## src/rtl/regfile_wb_scheduler_pkg.sv

```systemverilog
// Shared core constants and types for the register-file write-back path.
package regfile_wb_scheduler_pkg;

  localparam int REG_ADDR_W = 5;
  localparam int XLEN       = 32;
  localparam int REG_COUNT  = 32;

  typedef logic [REG_ADDR_W-1:0] reg_addr_t;

  typedef struct packed {
    logic             en;
    reg_addr_t        addr;
    logic [XLEN-1:0]  data;
  } rf_wr_t;

  function automatic logic is_x0(input reg_addr_t a);
    return a == '0;
  endfunction

endpackage

```

## src/rtl/regfile_wb_scheduler_wb_port_arbiter.sv

```systemverilog
// Write-port arbiter: pipeline (A) wins by default, long-latency (B) wins when
// A is idle or B has been refused MAX_WAIT consecutive cycles.
module wb_port_arbiter #(
  parameter int MAX_WAIT = 4
) (
  input  logic clk,
  input  logic reset_n,
  input  logic a_valid,
  input  logic b_valid,
  output logic a_ready,
  output logic b_ready
);

  localparam int CNT_W = $clog2(MAX_WAIT + 1);
  localparam logic [CNT_W-1:0] WAIT_SAT = CNT_W'(MAX_WAIT);

  logic [CNT_W-1:0] wait_q, wait_d;
  logic             b_wins;

  assign b_wins  = !a_valid || (wait_q >= WAIT_SAT);
  assign b_ready = b_valid && b_wins;
  assign a_ready = a_valid && !b_ready;

  always_comb begin
    wait_d = wait_q;
    if (!b_valid || b_ready) begin
      wait_d = '0;
    end else if (wait_q < WAIT_SAT) begin
      wait_d = wait_q + 1'b1;
    end
  end

  always_ff @(posedge clk or negedge reset_n) begin
    if (!reset_n) begin
      wait_q <= '0;
    end else begin
      wait_q <= wait_d;
    end
  end

endmodule

```

## src/rtl/regfile_wb_scheduler.sv

```systemverilog
// Shares the register-file write port between pipeline and long-latency
// write-back, and tracks destinations with long-latency results outstanding.
module regfile_wb_scheduler
  import regfile_wb_scheduler_pkg::*;
#(
  parameter int MAX_WAIT        = 4,
  parameter int MAX_OUTSTANDING = 8
) (
  input  logic                  clk,
  input  logic                  reset_n,
  input  logic                  issue_valid,
  input  logic                  issue_long,
  input  logic [REG_ADDR_W-1:0] issue_rd,
  output logic                  issue_busy,
  input  logic [REG_ADDR_W-1:0] rs1_addr,
  input  logic [REG_ADDR_W-1:0] rs2_addr,
  output logic                  rs1_busy,
  output logic                  rs2_busy,
  output logic                  lt_full,
  input  logic                  a_valid,
  input  logic [REG_ADDR_W-1:0] a_addr,
  input  logic [XLEN-1:0]       a_data,
  output logic                  a_ready,
  input  logic                  b_valid,
  input  logic [REG_ADDR_W-1:0] b_addr,
  input  logic [XLEN-1:0]       b_data,
  output logic                  b_ready,
  output logic                  rf_write_en,
  output logic [REG_ADDR_W-1:0] rf_write_addr,
  output logic [XLEN-1:0]       rf_write_data
);

  localparam int CNT_W = $clog2(MAX_OUTSTANDING + 1);
  localparam logic [CNT_W-1:0] OUT_MAX = CNT_W'(MAX_OUTSTANDING);

  logic a_fire, b_fire;

  wb_port_arbiter #(.MAX_WAIT(MAX_WAIT)) u_arb (
    .clk     (clk),
    .reset_n (reset_n),
    .a_valid (a_valid),
    .b_valid (b_valid),
    .a_ready (a_ready),
    .b_ready (b_ready)
  );

  assign a_fire = a_valid && a_ready;
  assign b_fire = b_valid && b_ready;

  rf_wr_t wr_q, wr_d;

  always_comb begin
    wr_d    = wr_q;
    wr_d.en = 1'b0;
    if (b_fire) begin
      wr_d.en   = !is_x0(b_addr);
      wr_d.addr = b_addr;
      wr_d.data = b_data;
    end else if (a_fire) begin
      wr_d.en   = !is_x0(a_addr);
      wr_d.addr = a_addr;
      wr_d.data = a_data;
    end
  end

  assign rf_write_en   = wr_q.en;
  assign rf_write_addr = wr_q.addr;
  assign rf_write_data = wr_q.data;

  logic [REG_COUNT-1:0] pending_q, pending_d;
  logic [CNT_W-1:0]     out_cnt_q, out_cnt_d;
  logic                 sb_set, sb_clr, clr_same;

  assign issue_busy = pending_q[issue_rd];
  assign rs1_busy   = pending_q[rs1_addr];
  assign rs2_busy   = pending_q[rs2_addr];
  assign lt_full    = out_cnt_q == OUT_MAX;

  // x0 is never pending, so a B write to x0 clears nothing.
  assign sb_clr   = b_fire && pending_q[b_addr];
  assign clr_same = sb_clr && (b_addr == issue_rd);
  // Re-issuing to a register whose result retires this same cycle is legal.
  assign sb_set   = issue_valid && issue_long && !is_x0(issue_rd) && !lt_full
                    && (!issue_busy || clr_same);

  for (genvar gi = 0; gi < REG_COUNT; gi++) begin : g_pending
    assign pending_d[gi] = (sb_set && issue_rd == REG_ADDR_W'(gi))
                         || (pending_q[gi] && !(sb_clr && b_addr == REG_ADDR_W'(gi)));
  end

  always_comb begin
    out_cnt_d = out_cnt_q;
    if (sb_set && !sb_clr) begin
      out_cnt_d = out_cnt_q + 1'b1;
    end else if (sb_clr && !sb_set) begin
      out_cnt_d = out_cnt_q - 1'b1;
    end
  end

  always_ff @(posedge clk or negedge reset_n) begin
    if (!reset_n) begin
      wr_q      <= '0;
      pending_q <= '0;
      out_cnt_q <= '0;
    end else begin
      wr_q      <= wr_d;
      pending_q <= pending_d;
      out_cnt_q <= out_cnt_d;
    end
  end

`ifndef SYNTHESIS
  always_ff @(posedge clk) begin
    if (reset_n) begin
      if (issue_valid && issue_long && !is_x0(issue_rd)) begin
        assert (!lt_full && (!issue_busy || clr_same))
          else $warning("regfile_wb_scheduler: issue to x%0d dropped (full or busy)", issue_rd);
      end
      if (b_fire && !is_x0(b_addr)) begin
        assert (pending_q[b_addr])
          else $warning("regfile_wb_scheduler: B write to non-pending x%0d", b_addr);
      end
    end
  end
`endif

endmodule

```

## config.mk

```make
export PLATFORM = sky130hd
export DESIGN_NAME = regfile_wb_scheduler
export DESIGN_NICKNAME = d
export VERILOG_FILES = /design/src/rtl/regfile_wb_scheduler_pkg.sv /design/src/rtl/regfile_wb_scheduler_wb_port_arbiter.sv /design/src/rtl/regfile_wb_scheduler.sv
export SDC_FILE = /design/constraint.sdc
export NUM_CORES = 1
export LEC_CHECK = 0
export CORE_UTILIZATION = 44
export CTS_CLUSTER_SIZE = 16
export DETAILED_ROUTE_END_ITERATION = 10
export PLACE_DENSITY = 0.77
export SETUP_SLACK_MARGIN = 0.2
export SYNTH_ARGS = -nofsm -noshare
export SYNTH_HDL_FRONTEND = slang
export SYNTH_SLANG_ARGS = --single-unit
```

## constraint.sdc

```tcl
create_clock -name clk -period 3.3 [get_ports clk]
set_clock_uncertainty 0.2 [all_clocks]
set_input_delay 0.66 -clock clk [delete_from_list [all_inputs] [get_ports clk]]
set_output_delay 0.66 -clock clk [all_outputs]
set_load 0.03 [all_outputs]
```

==> run summary <==
Synth top area share: 37.8%
# clock sinks: 77
final-report hold violation count: 0
dpl cells: 760
Root Driver: clkbuf_16
Flop pwr share: 37.6%
CP max FO: 6
port bufs: 138
P_leak: 0.00315 µW
hold depth: 1
Max rail drop VDD: 0.335 mV
Most used DFF post-synth: dfrtp_1
Stages on worst setup path: 17
combinational fraction of design power: 36.4%
IO Count: 139
H-tree lvl count: 3
final worst slack: -0.131 ns
crit-path max cell delay: 0.40 ns
slowest cell on the critical path: a222oi_1
DRC violations left: 0
Synth top cells by count: dfrtp_1 (77), o21ai_0 (70), nand2_1 (66)
count leader, synth: dfrtp_1
total grt overflow: 0
final setup fails: 2
Adder-Cell Fraction of Synth Area: 1.37%
fin crit share: 104%
Max transition margin: 34.4%
Top delay family on crit path: compound AO/OA/AOI/OAI gates
share of cells above drive strength 1: 25.5%
r2r endpoint: out_cnt_q[3]$_DFFE_PN0P_
Max clock buf depth: 2
Worst Reg-to-Reg Cells: 15
worst r2r src: pending_q[29]$_DFF_PN0_
core box area: 11100 µm²
vias in the first global route: 4887
Int Pwr: 2460 µW
Worst Path Required: 3.31 ns
Synth area leaders: dfrtp_1 (38%), mux2i_1 (11%), mux4_2 (9.7%)
CP Buf/Inv Count: 4
Core Util, Final: 66.4%
failing checks: setup timing
mapped cell area: 5100 µm²
DP HPWL: 12200 µm
effective utilization at floorplan: 46.1%
number of antenna violations at the first check in global routing: 1
post-synthesis sequential area ratio: 37.8%
Routability Congestion: 0.956
Hold WS: 0.253 ns
unrepaired setup endpoints after global routing: yes
yosys warns: 0
Net Sw Frac: 35.0%
mux cell area share after synthesis: 23.3%
hold path startpoint: u_arb.wait_q[0]$_DFFE_PN0P_
row count: 38
main combinational cell family by area after synthesis: multiplexers
Slew Limit Fails: 0
compound-cell area share of the yosys netlist: 20.2%
Post-Route WL: 16900 µm
fmax: 291 MHz
GRT Util Overall: 29.7%
type of the tightest min-delay check: flip-flop to flip-flop
Via density: 6.02
Worst-Margin Slew: 0.985 ns
Hold Path Sink: u_arb.wait_q[0]$_DFFE_PN0P_
asr flop ratio synth: 100%
EDFF count, synth: 0
Vias: 4722
Clk Latency, worst-skew pair: 0.33 ns
average size of a mapped cell: 10.9 µm²
Worst R2R Setup Slack: -0.04 ns
syn nets: 570
first-pass GRT wire length: 26300 µm
P&R area growth vs syn: 44.2%
Clk pwr share: 26.0%
Yosys cell types: 52
Die Span Y: 110 µm
Worst EP arrival: 3.44 ns
die area: 12000 µm²
P per Cell Area: 514 nW/µm²
Worst-path clk slew: 0.06 ns
Max-Cap Viols: 0
Setup crit start kind: input pin
Yosys reg bits: 77
CTS buffer count: 9
Yosys top cell by area: dfrtp_1
largest net degree at the start of global routing: 78
Wirelength per Cell: 21.5 µm
crit path capture type: flip-flop
Nets: 738
Final Non-Filler Cells: 784
Final Critical Period: 3.43 ns
Hold Buf Count CTS: 0
post-route ant nets: 0
status: complete, but fails checks
critical path class: input pin to flip-flop
post-synthesis xor/xnor area fraction: 1.54%
CP Cell Sequence: buf_8, buf_12, mux2i_4, a222oi_1, nand4_1, a41oi_2, buf_6, a211oi_4, a311oi_2, ha_2, inv_2, ha_4, a21o_1, a21oi_2, xnor2_1, nor2_1, xor2_1
Synth Area in Simple Gates: 11.3%
post-synthesis cell count: 470
DR pass1 iterations: 7
CTS tree: done
DR iter-0 viols: 344
Switch Pwr: 1330 µW
Die Wd: 110 µm
## registers in the layout, summed over array words and instances, names as in the netlist
name / flops
pending_q: 32
rf_write_data: 32
rf_write_addr: 5
out_cnt_q: 4
u_arb.wait_q: 3
rf_write_en: 1
## worst register-to-register path, delay by kind of cell, from the launching register on
kind	cells	cell delay, ns
AO/OA/AOI/OAI	6	1.21
XOR/XNOR	2	0.26
adder cells (fa/ha/maj)	2	0.45
buffers and inverters	2	0.21
multiplexers	1	0.13
flip-flops	1	0.53
AND/OR/NAND/NOR	2	0.24
## through the flow
step	setup TNS [ns]	power, µW	cell area (µm²)	setup slack (ns)
after global placement	-7.32	2670	6890	-0.677
after detailed placement	-9.11	2730	6890	-0.764
after global routing	-0.507	3940	7360	-0.221
final	-0.223	3790	7360	-0.131
after CTS	-0.126	3750	7280	-0.113
after floorplan	-0.458	2120	5140	-0.274
## metal layers
layer | vias to the layer above | share of wire [%] | track usage [%]
li1 | 2112 | - | -
met3 | 54 | 9.0 | 8.65
met4 | 0 | 4.0 | 14.6
met1 | 2311 | 39 | 35.8
met5 | - | 0 | 0
met2 | 245 | 48 | 48.5
## cells in the final DEF, fill, tap and decap left out, drive strengths merged, types with 3 or more instances in the layout
master / instances
a21oi: 5
a22oi: 3
and2: 4
and3: 4
buf: 69
clkbuf: 13
clkdlybuf4s50: 120
dfrtp: 77
ha: 4
inv: 6
mux2: 10
mux2i: 58
mux4: 22
nand2: 66
nand2b: 7
nand3: 3
nand4: 4
nand4b: 3
nor2: 9
nor2b: 7
nor3: 3
o21ai: 71
o41ai: 31
or2: 3
xnor2: 6
xor2: 3
## timing repair
item                                    CTS  global route
pin swaps                                20            16
resized for setup                        69            16
endpoints found under the setup margin   38             7
setup buffers                             3             3
gates cloned                              1             0
## layout make-up
type,instances,area (µm²)
clock inverter,4,47.5
multi-input combinational,348,3040
timing repair buffer,196,1900
clock buffer,12,246
inverter,6,22.5
fill,887,3720
sequential,77,1930
tap,140,175
antenna,1,2.50
## power by group through the flow
stage	Clock [µW]	Combinational, µW	Sequential (µW)
after floorplan	0	739	1380
final	985	1380	1420
after detailed placement	0	1320	1410
after global routing	1040	1480	1430
after global placement	0	1270	1400
after CTS	1000	1350	1400
## worst max path at each step
stage | from | endpoint
after floorplan | issue_rd[0] | out_cnt_q[3]$_DFFE_PN0P_
after global placement | rs2_addr[0] | rs2_busy
after detailed placement | issue_rd[0] | out_cnt_q[3]$_DFFE_PN0P_
after CTS | b_addr[0] | out_cnt_q[3]$_DFFE_PN0P_
after global routing | b_addr[0] | out_cnt_q[3]$_DFFE_PN0P_
final | b_addr[0] | out_cnt_q[3]$_DFFE_PN0P_
## cells by family (layout without fill, tap and decap cells)
family                     count (synthesis)  after routing
and+or+nand+nor                          119            119
muxes                                     90             90
adders and majority gates                  5              5
xor gates and xnor gates                   9              9
buffers and inverters                     45            218
AOI/OAI and AO/OA                        125            125
DFF                                       77             77
other                                      0              1
Power figures use the tool's default switching activity.
